--- src/rtl/maze_ctrl.sv ---
// Maze game controller: level select, edge-detected buttons, one move per frame, wall/bounds checks, win detection.
// Optional MOVE_COUNT_EN adds a saturating 10-bit accepted-move counter on o_MoveCnt.
module maze_ctrl #(
   parameter logic [5:0] START_X = 6'd1,
   parameter logic [4:0] START_Y = 5'd1
)(
   input  logic          i_Clk,
   input  logic          i_Rst,
   input  logic          i_Start,
   input  logic [1:0]    i_LevelSel,
   input  logic [3:0]    i_Btn,
   input  logic          i_fDrawDone,
   input  logic [1199:0] i_Map,
   output logic [1:0]    o_Level,
   output logic [5:0]    o_PlayerPos_X,
   output logic [4:0]    o_PlayerPos_Y,
   output logic [5:0]    o_GoalPos_X,
   output logic [4:0]    o_GoalPos_Y,
   output logic          o_fWin,
   output logic [2:0]    o_State
`ifdef MOVE_COUNT_EN
   ,output logic [9:0]   o_MoveCnt
`endif
);

   typedef enum logic [2:0] {
      IDLE  = 3'd0,
      LOAD  = 3'd1,
      PLAY  = 3'd2,
      CHECK = 3'd3,
      WIN   = 3'd4
   } state_t;

   localparam logic [1:0] DIR_UP    = 2'd0;
   localparam logic [1:0] DIR_DOWN  = 2'd1;
   localparam logic [1:0] DIR_LEFT  = 2'd2;
   localparam logic [1:0] DIR_RIGHT = 2'd3;

   state_t      stateR, stateS;
   logic        startPrevR;
   logic [3:0]  btnPrevR;
   logic        pendValidR;
   logic [1:0]  pendDirR;

   logic        startPressS;
   logic [3:0]  btnPressS;
   logic        anyPressS;
   logic [1:0]  pressDirS;
   logic [5:0]  gridW;
   logic [4:0]  gridH;
   logic [5:0]  tgtXS, newXS;
   logic [4:0]  tgtYS, newYS;
   logic        inBndS, wallS, moveOkS;
   logic [10:0] linIdxS, mapIdxS;

   assign startPressS = i_Start & ~startPrevR;
   assign btnPressS   = i_Btn & ~btnPrevR;
   assign anyPressS   = |btnPressS;
   assign o_State     = stateR;

   // Grid size of the active level.
   always_comb begin
      gridW = 6'd40;
      gridH = 5'd30;
      case (o_Level)
         2'b01:   begin gridW = 6'd16; gridH = 5'd12; end
         2'b10:   begin gridW = 6'd32; gridH = 5'd24; end
         2'b11:   begin gridW = 6'd40; gridH = 5'd30; end
         default: begin gridW = 6'd40; gridH = 5'd30; end
      endcase
   end

   // Fixed priority up > down > left > right among simultaneous presses.
   always_comb begin
      pressDirS = DIR_RIGHT;
      if (btnPressS[3])      pressDirS = DIR_UP;
      else if (btnPressS[2]) pressDirS = DIR_DOWN;
      else if (btnPressS[1]) pressDirS = DIR_LEFT;
      else                   pressDirS = DIR_RIGHT;
   end

   // Target cell, bounds and wall lookup; an out-of-bounds target keeps the current cell.
   always_comb begin
      tgtXS  = o_PlayerPos_X;
      tgtYS  = o_PlayerPos_Y;
      inBndS = 1'b1;
      case (pendDirR)
         DIR_UP: begin
            if (o_PlayerPos_Y == 5'd0) inBndS = 1'b0;
            else                       tgtYS  = o_PlayerPos_Y - 5'd1;
         end
         DIR_DOWN: begin
            if (o_PlayerPos_Y >= gridH - 5'd1) inBndS = 1'b0;
            else                               tgtYS  = o_PlayerPos_Y + 5'd1;
         end
         DIR_LEFT: begin
            if (o_PlayerPos_X == 6'd0) inBndS = 1'b0;
            else                       tgtXS  = o_PlayerPos_X - 6'd1;
         end
         DIR_RIGHT: begin
            if (o_PlayerPos_X >= gridW - 6'd1) inBndS = 1'b0;
            else                               tgtXS  = o_PlayerPos_X + 6'd1;
         end
         default: inBndS = 1'b0;
      endcase
      linIdxS = ({6'd0, tgtYS} * 11'd40) + {5'd0, tgtXS};
      mapIdxS = 11'd0;
      wallS   = 1'b1;
      if (linIdxS <= 11'd1199) begin
         mapIdxS = 11'd1199 - linIdxS;
         wallS   = i_Map[mapIdxS];
      end else begin
         mapIdxS = 11'd0;
         wallS   = 1'b1;
      end
      moveOkS = pendValidR & inBndS & ~wallS;
      if (moveOkS) begin
         newXS = tgtXS;
         newYS = tgtYS;
      end else begin
         newXS = o_PlayerPos_X;
         newYS = o_PlayerPos_Y;
      end
   end

   // Next-state logic.
   always_comb begin
      stateS = stateR;
      case (stateR)
         IDLE: begin
            if (startPressS && (i_LevelSel != 2'b00)) stateS = LOAD;
            else                                      stateS = IDLE;
         end
         LOAD: stateS = PLAY;
         PLAY: begin
            if (startPressS)                     stateS = IDLE;
            else if (i_fDrawDone && pendValidR)  stateS = CHECK;
            else                                 stateS = PLAY;
         end
         CHECK: begin
            if ((newXS == o_GoalPos_X) && (newYS == o_GoalPos_Y)) stateS = WIN;
            else                                                  stateS = PLAY;
         end
         WIN: begin
            if (startPressS) stateS = IDLE;
            else             stateS = WIN;
         end
         default: stateS = IDLE;
      endcase
   end

   // State, edge history, pending move, level and positions.
   always_ff @(posedge i_Clk or negedge i_Rst) begin
      if (!i_Rst) begin
         stateR        <= IDLE;
         startPrevR    <= 1'b0;
         btnPrevR      <= 4'b0000;
         pendValidR    <= 1'b0;
         pendDirR      <= DIR_UP;
         o_Level       <= 2'b00;
         o_PlayerPos_X <= START_X;
         o_PlayerPos_Y <= START_Y;
         o_GoalPos_X   <= 6'd0;
         o_GoalPos_Y   <= 5'd0;
         o_fWin        <= 1'b0;
      end else begin
         stateR     <= stateS;
         startPrevR <= i_Start;
         btnPrevR   <= i_Btn;
         o_fWin     <= (stateS == WIN);
         case (stateR)
            IDLE: begin
               pendValidR <= 1'b0;
               if (stateS == LOAD) o_Level <= i_LevelSel;
               else                o_Level <= o_Level;
            end
            LOAD: begin
               o_PlayerPos_X <= START_X;
               o_PlayerPos_Y <= START_Y;
               o_GoalPos_X   <= gridW - 6'd2;
               o_GoalPos_Y   <= gridH - 5'd2;
               pendValidR    <= 1'b0;
            end
            PLAY: begin
               if (stateS == IDLE) begin
                  o_Level    <= 2'b00;
                  pendValidR <= 1'b0;
               end else if (!pendValidR && anyPressS) begin
                  pendValidR <= 1'b1;
                  pendDirR   <= pressDirS;
               end else begin
                  pendValidR <= pendValidR;
               end
            end
            CHECK: begin
               o_PlayerPos_X <= newXS;
               o_PlayerPos_Y <= newYS;
               pendValidR    <= 1'b0;
            end
            WIN: begin
               if (stateS == IDLE) o_Level <= 2'b00;
               else                o_Level <= o_Level;
            end
            default: pendValidR <= 1'b0;
         endcase
      end
   end

`ifdef MOVE_COUNT_EN
   // Accepted-move counter, saturating at 1023.
   always_ff @(posedge i_Clk or negedge i_Rst) begin
      if (!i_Rst) begin
         o_MoveCnt <= 10'd0;
      end else begin
         case (stateR)
            LOAD:  o_MoveCnt <= 10'd0;
            CHECK: begin
               if (moveOkS && (o_MoveCnt != 10'd1023)) o_MoveCnt <= o_MoveCnt + 10'd1;
               else                                    o_MoveCnt <= o_MoveCnt;
            end
            default: o_MoveCnt <= o_MoveCnt;
         endcase
      end
   end
`endif

endmodule

--- config.mk ---
export PLATFORM = sky130hd
export DESIGN_NAME = maze_ctrl
export DESIGN_NICKNAME = d
export VERILOG_FILES = /design/src/rtl/maze_ctrl.sv
export SDC_FILE = /design/constraint.sdc
export NUM_CORES = 1
export LEC_CHECK = 0
export BUFFER_PORTS_ARGS = -buffer_cell sky130_fd_sc_hd__buf_2
export CAP_MARGIN = 20
export CORE_AREA = 3 3 482 484
export CTS_CLUSTER_DIAMETER = 120
export DETAILED_ROUTE_END_ITERATION = 8
export DIE_AREA = 0 0 485 487
export PLACE_DENSITY = 0.3
export SYNTH_ARGS = -nofsm -noshare
export SYNTH_HDL_FRONTEND = slang
export SYNTH_SLANG_ARGS = --single-unit
--- constraint.sdc ---
create_clock -name i_Clk -period 13.4 [get_ports i_Clk]
set_input_delay 2.01 -clock i_Clk [delete_from_list [all_inputs] [get_ports i_Clk]]
set_output_delay 2.01 -clock i_Clk [all_outputs]
set_load 0.005 [all_outputs]
==> metrics.txt <==
CTS-repair resized insts=0; Final nets=4592; worst relative slew slack=0.182; DP HPWL=187000 um; CP Launch Type=register; fill count=27100; clock tree buffer depth=2; H-tree lvl count=2; setup slack after layout=3620 ps; RSZ-0062 raised after global routing=false; Setup Skew=3.63 ps; PwrDens=345 mW/mm2; cts bufs inserted=5; first-pass GRT wire length=272000 um; Hold Vio Cnt, Final=0; routed wire length=218000 um; GP Congestion=0.880; commonest register cell after synthesis=dfrtp_1; Wirelength per Cell=34.0 um; P&R area growth vs syn=70.2%; Pins Over Slew Limit=0; Hold Buf Count CTS=0; Clock power frac=0.016; EDFF count, synth=0; Die Area=0.236 mm2; post-place setup slack=3490 ps; post-synthesis sequential area ratio=0.0541; total grt overflow=0; combinational fraction of design power=0.963; Post-synth ARST share=1.00; Mapped Area=0.0144 mm2; Via density=3.78; Post-DRT Antenna Nets=0; die span in y=487 um; Post-CTS Setup Bufs=0; Synthesis Warnings=0; drt first pass iters=5; sequential share of power=0.021; Tightest Hold Check Type=reg2reg; Fin Setup TNS=0 ps; vias=24200; largest family of logic cells by synthesized area=simple AND/OR/NAND/NOR gates; compound-cell area share of the yosys netlist=0.338; I/O pin count=1238; Worst Path Class, Setup=reg2reg; worst slew pin tran=1190 ps; most common cell after layout, fill and taps aside=buf_2; Net Switching=0.00619 W; flop and latch count out of synthesis=31; post-synthesis mux area share=0.123; clk sinks=31; IO Port Bufs=1235; simple logic cell fraction of the synthesized area=0.345; number of max-cap violations=0; final setup fails=0; WP data arrival=10000 ps; internal power=0.00226 W; drt first-iter violations=1467; Worst-Skew Late Latency=290 ps; most frequent cells in the layout=1235 x buf_2, 620 x nand2_1, 190 x nand3_1; CP endpoint kind=register; Cell variety after synth=96; Die X=485 um; fmax=102 MHz; Post-Synth XOR/XNOR Area=0.0140; Tcrit/Tclk final=0.730; largest net degree at the start of global routing=141; Required @ worst endpoint=13620 ps; fin crit period=9780 ps; CTS tree=built; Crit Path Max Fanout=16; Max rail drop VDD=0.207 mV; clk slew on worst S/H paths=60 ps; share of cells above drive strength 1=0.430; Site Rows=175; GR Util All Layers=0.175; adder-cell share of the synthesized area=0.0244; vias in the first global route=25100; Starting Density=0.0632; status=complete, no violations; core area=0.228 mm2; DRC errors left=0; Post-Syn Area per Cell=6.39 um2; Sw Share=0.733; Gate Count Post-Synth=2251; clock root buffer=clkbuf_16; leakage power=10.8 nW; initial antenna violation count=140
## cell usage after synthesis (6+ instances only)
library cell / number / area, um2
nand3_1: 191 / 956
o311a_1: 7 / 70.1
dfrtp_1: 29 / 726
nand4_1: 37 / 231
o22ai_1: 28 / 175
a31oi_1: 107 / 669
a22oi_1: 46 / 345
a2111oi_0: 22 / 193
inv_1: 37 / 139
nor3_1: 14 / 70.1
o21ai_0: 58 / 290
and4_1: 7 / 61.3
nor2_1: 41 / 154
clkbuf_1: 72 / 270
buf_6: 22 / 248
a211oi_1: 119 / 893
a22o_1: 8 / 70.1
and3_1: 128 / 801
o31ai_1: 7 / 52.6
o211ai_1: 12 / 90.1
buf_2: 89 / 445
mux4_2: 11 / 248
xor2_1: 8 / 70.1
mux2i_1: 147 / 1470
a32oi_1: 19 / 166
buf_4: 42 / 315
nand2_1: 622 / 2330
ha_1: 24 / 300
a21oi_1: 63 / 315
xnor2_1: 15 / 131
a221oi_1: 20 / 175
o2111ai_1: 20 / 175
a311oi_1: 29 / 254
buf_1: 6 / 22.5
## path summary, 6_finish.rpt
kind                            start               end  slack, ps  depth (start not counted)
min reg2reg                o_Level[0]        o_Level[0]        560                          1
min                        o_Level[0]        o_Level[0]        560                          1
max in group asynchronous       i_Rst  o_PlayerPos_Y[1]      10990                          1
max                        o_Level[0]  o_PlayerPos_X[0]       3620                         27
max reg2reg                o_Level[0]  o_PlayerPos_X[0]       3620                         27
min in group asynchronous       i_Rst       btnPrevR[0]       1830                          1
## state kept, by name (all words and copies together) (netlist names), 2 cells and up
name	count
pendDirR	2
o_Level	2
o_State	3
o_GoalPos_Y	2
btnPrevR	4
o_PlayerPos_Y	5
o_GoalPos_X	4
o_PlayerPos_X	6
## layout make-up
cell class | count | area, um2 | share of cell area
well taps | 3009 | 3760 | 0.154
inverters | 38 | 144 | 0.00588
multi-input cells | 1951 | 12600 | 0.513
flip-flops and latches | 31 | 778 | 0.0318
diodes | 41 | 103 | 0.00419
repair buffers | 1329 | 6970 | 0.285
clock buffers | 7 | 153 | 0.00624
clock inverters | 1 | 7.51 | 0.000307
## critical path, cell delays in order, from the launching register on
cell       delay, ps
dfrtp_1          390
inv_1            110
ha_1             410
inv_1            110
ha_1             300
a2111oi_4        390
a221oi_4         120
nor2_1           220
a22o_1           170
a21oi_1           70
a31oi_1          420
ha_4             210
inv_1             70
fa_4            1080
clkinv_2         150
ha_2             790
inv_2            470
nand2_2          550
a311oi_1         100
a32o_1           300
o41ai_1          610
and3_1           490
a211o_1          240
o2111ai_2        250
and2_4           310
a21oi_1          820
o21ai_0          260
a2bb2oi_1        220
## per-stage QoR
stage	cell area [um2]	hold slack, ps	power, W	utilization	instances
floorplan	14400	532	0.00405	-	2252
global placement	24100	544	0.00867	0.106	6344
detailed placement	24200	560	0.00871	0.106	6356
CTS	24400	576	0.00886	0.107	6364
global route	24400	597	0.00904	0.107	6379
finish	24500	562	0.00845	0.108	6407
## cells by family after synthesis
group,after synthesis
multiplexers,162
AO/OA/AOI/OAI,652
XOR/XNOR,23
other,1
buffers and inverters,270
flip-flops,31
AND/OR/NAND/NOR,1085
adder cells (fa/ha/maj),27
## routing by layer
metal	vias to the layer above	global-route usage	part of all wire
met3	208	0.0380	0.063
met4	52	0.0224	0.015
met2	1177	0.318	0.50
met5	-	0	0.0016
met1	12000	0.214	0.42
li1	10800	-	-
## power groups by stage
stage / Combinational (W) / Sequential (W) / Clock, W
after detailed placement: 0.00853 / 0.000182 / 0
after floorplan: 0.00391 / 0.000138 / 0
after global placement: 0.00849 / 0.000182 / 0
after global routing: 0.00872 / 0.000186 / 0.000140
after CTS: 0.00855 / 0.000180 / 0.000136
final: 0.00814 / 0.000180 / 0.000131
No activity file was read; power rests on OpenSTA's default activity.
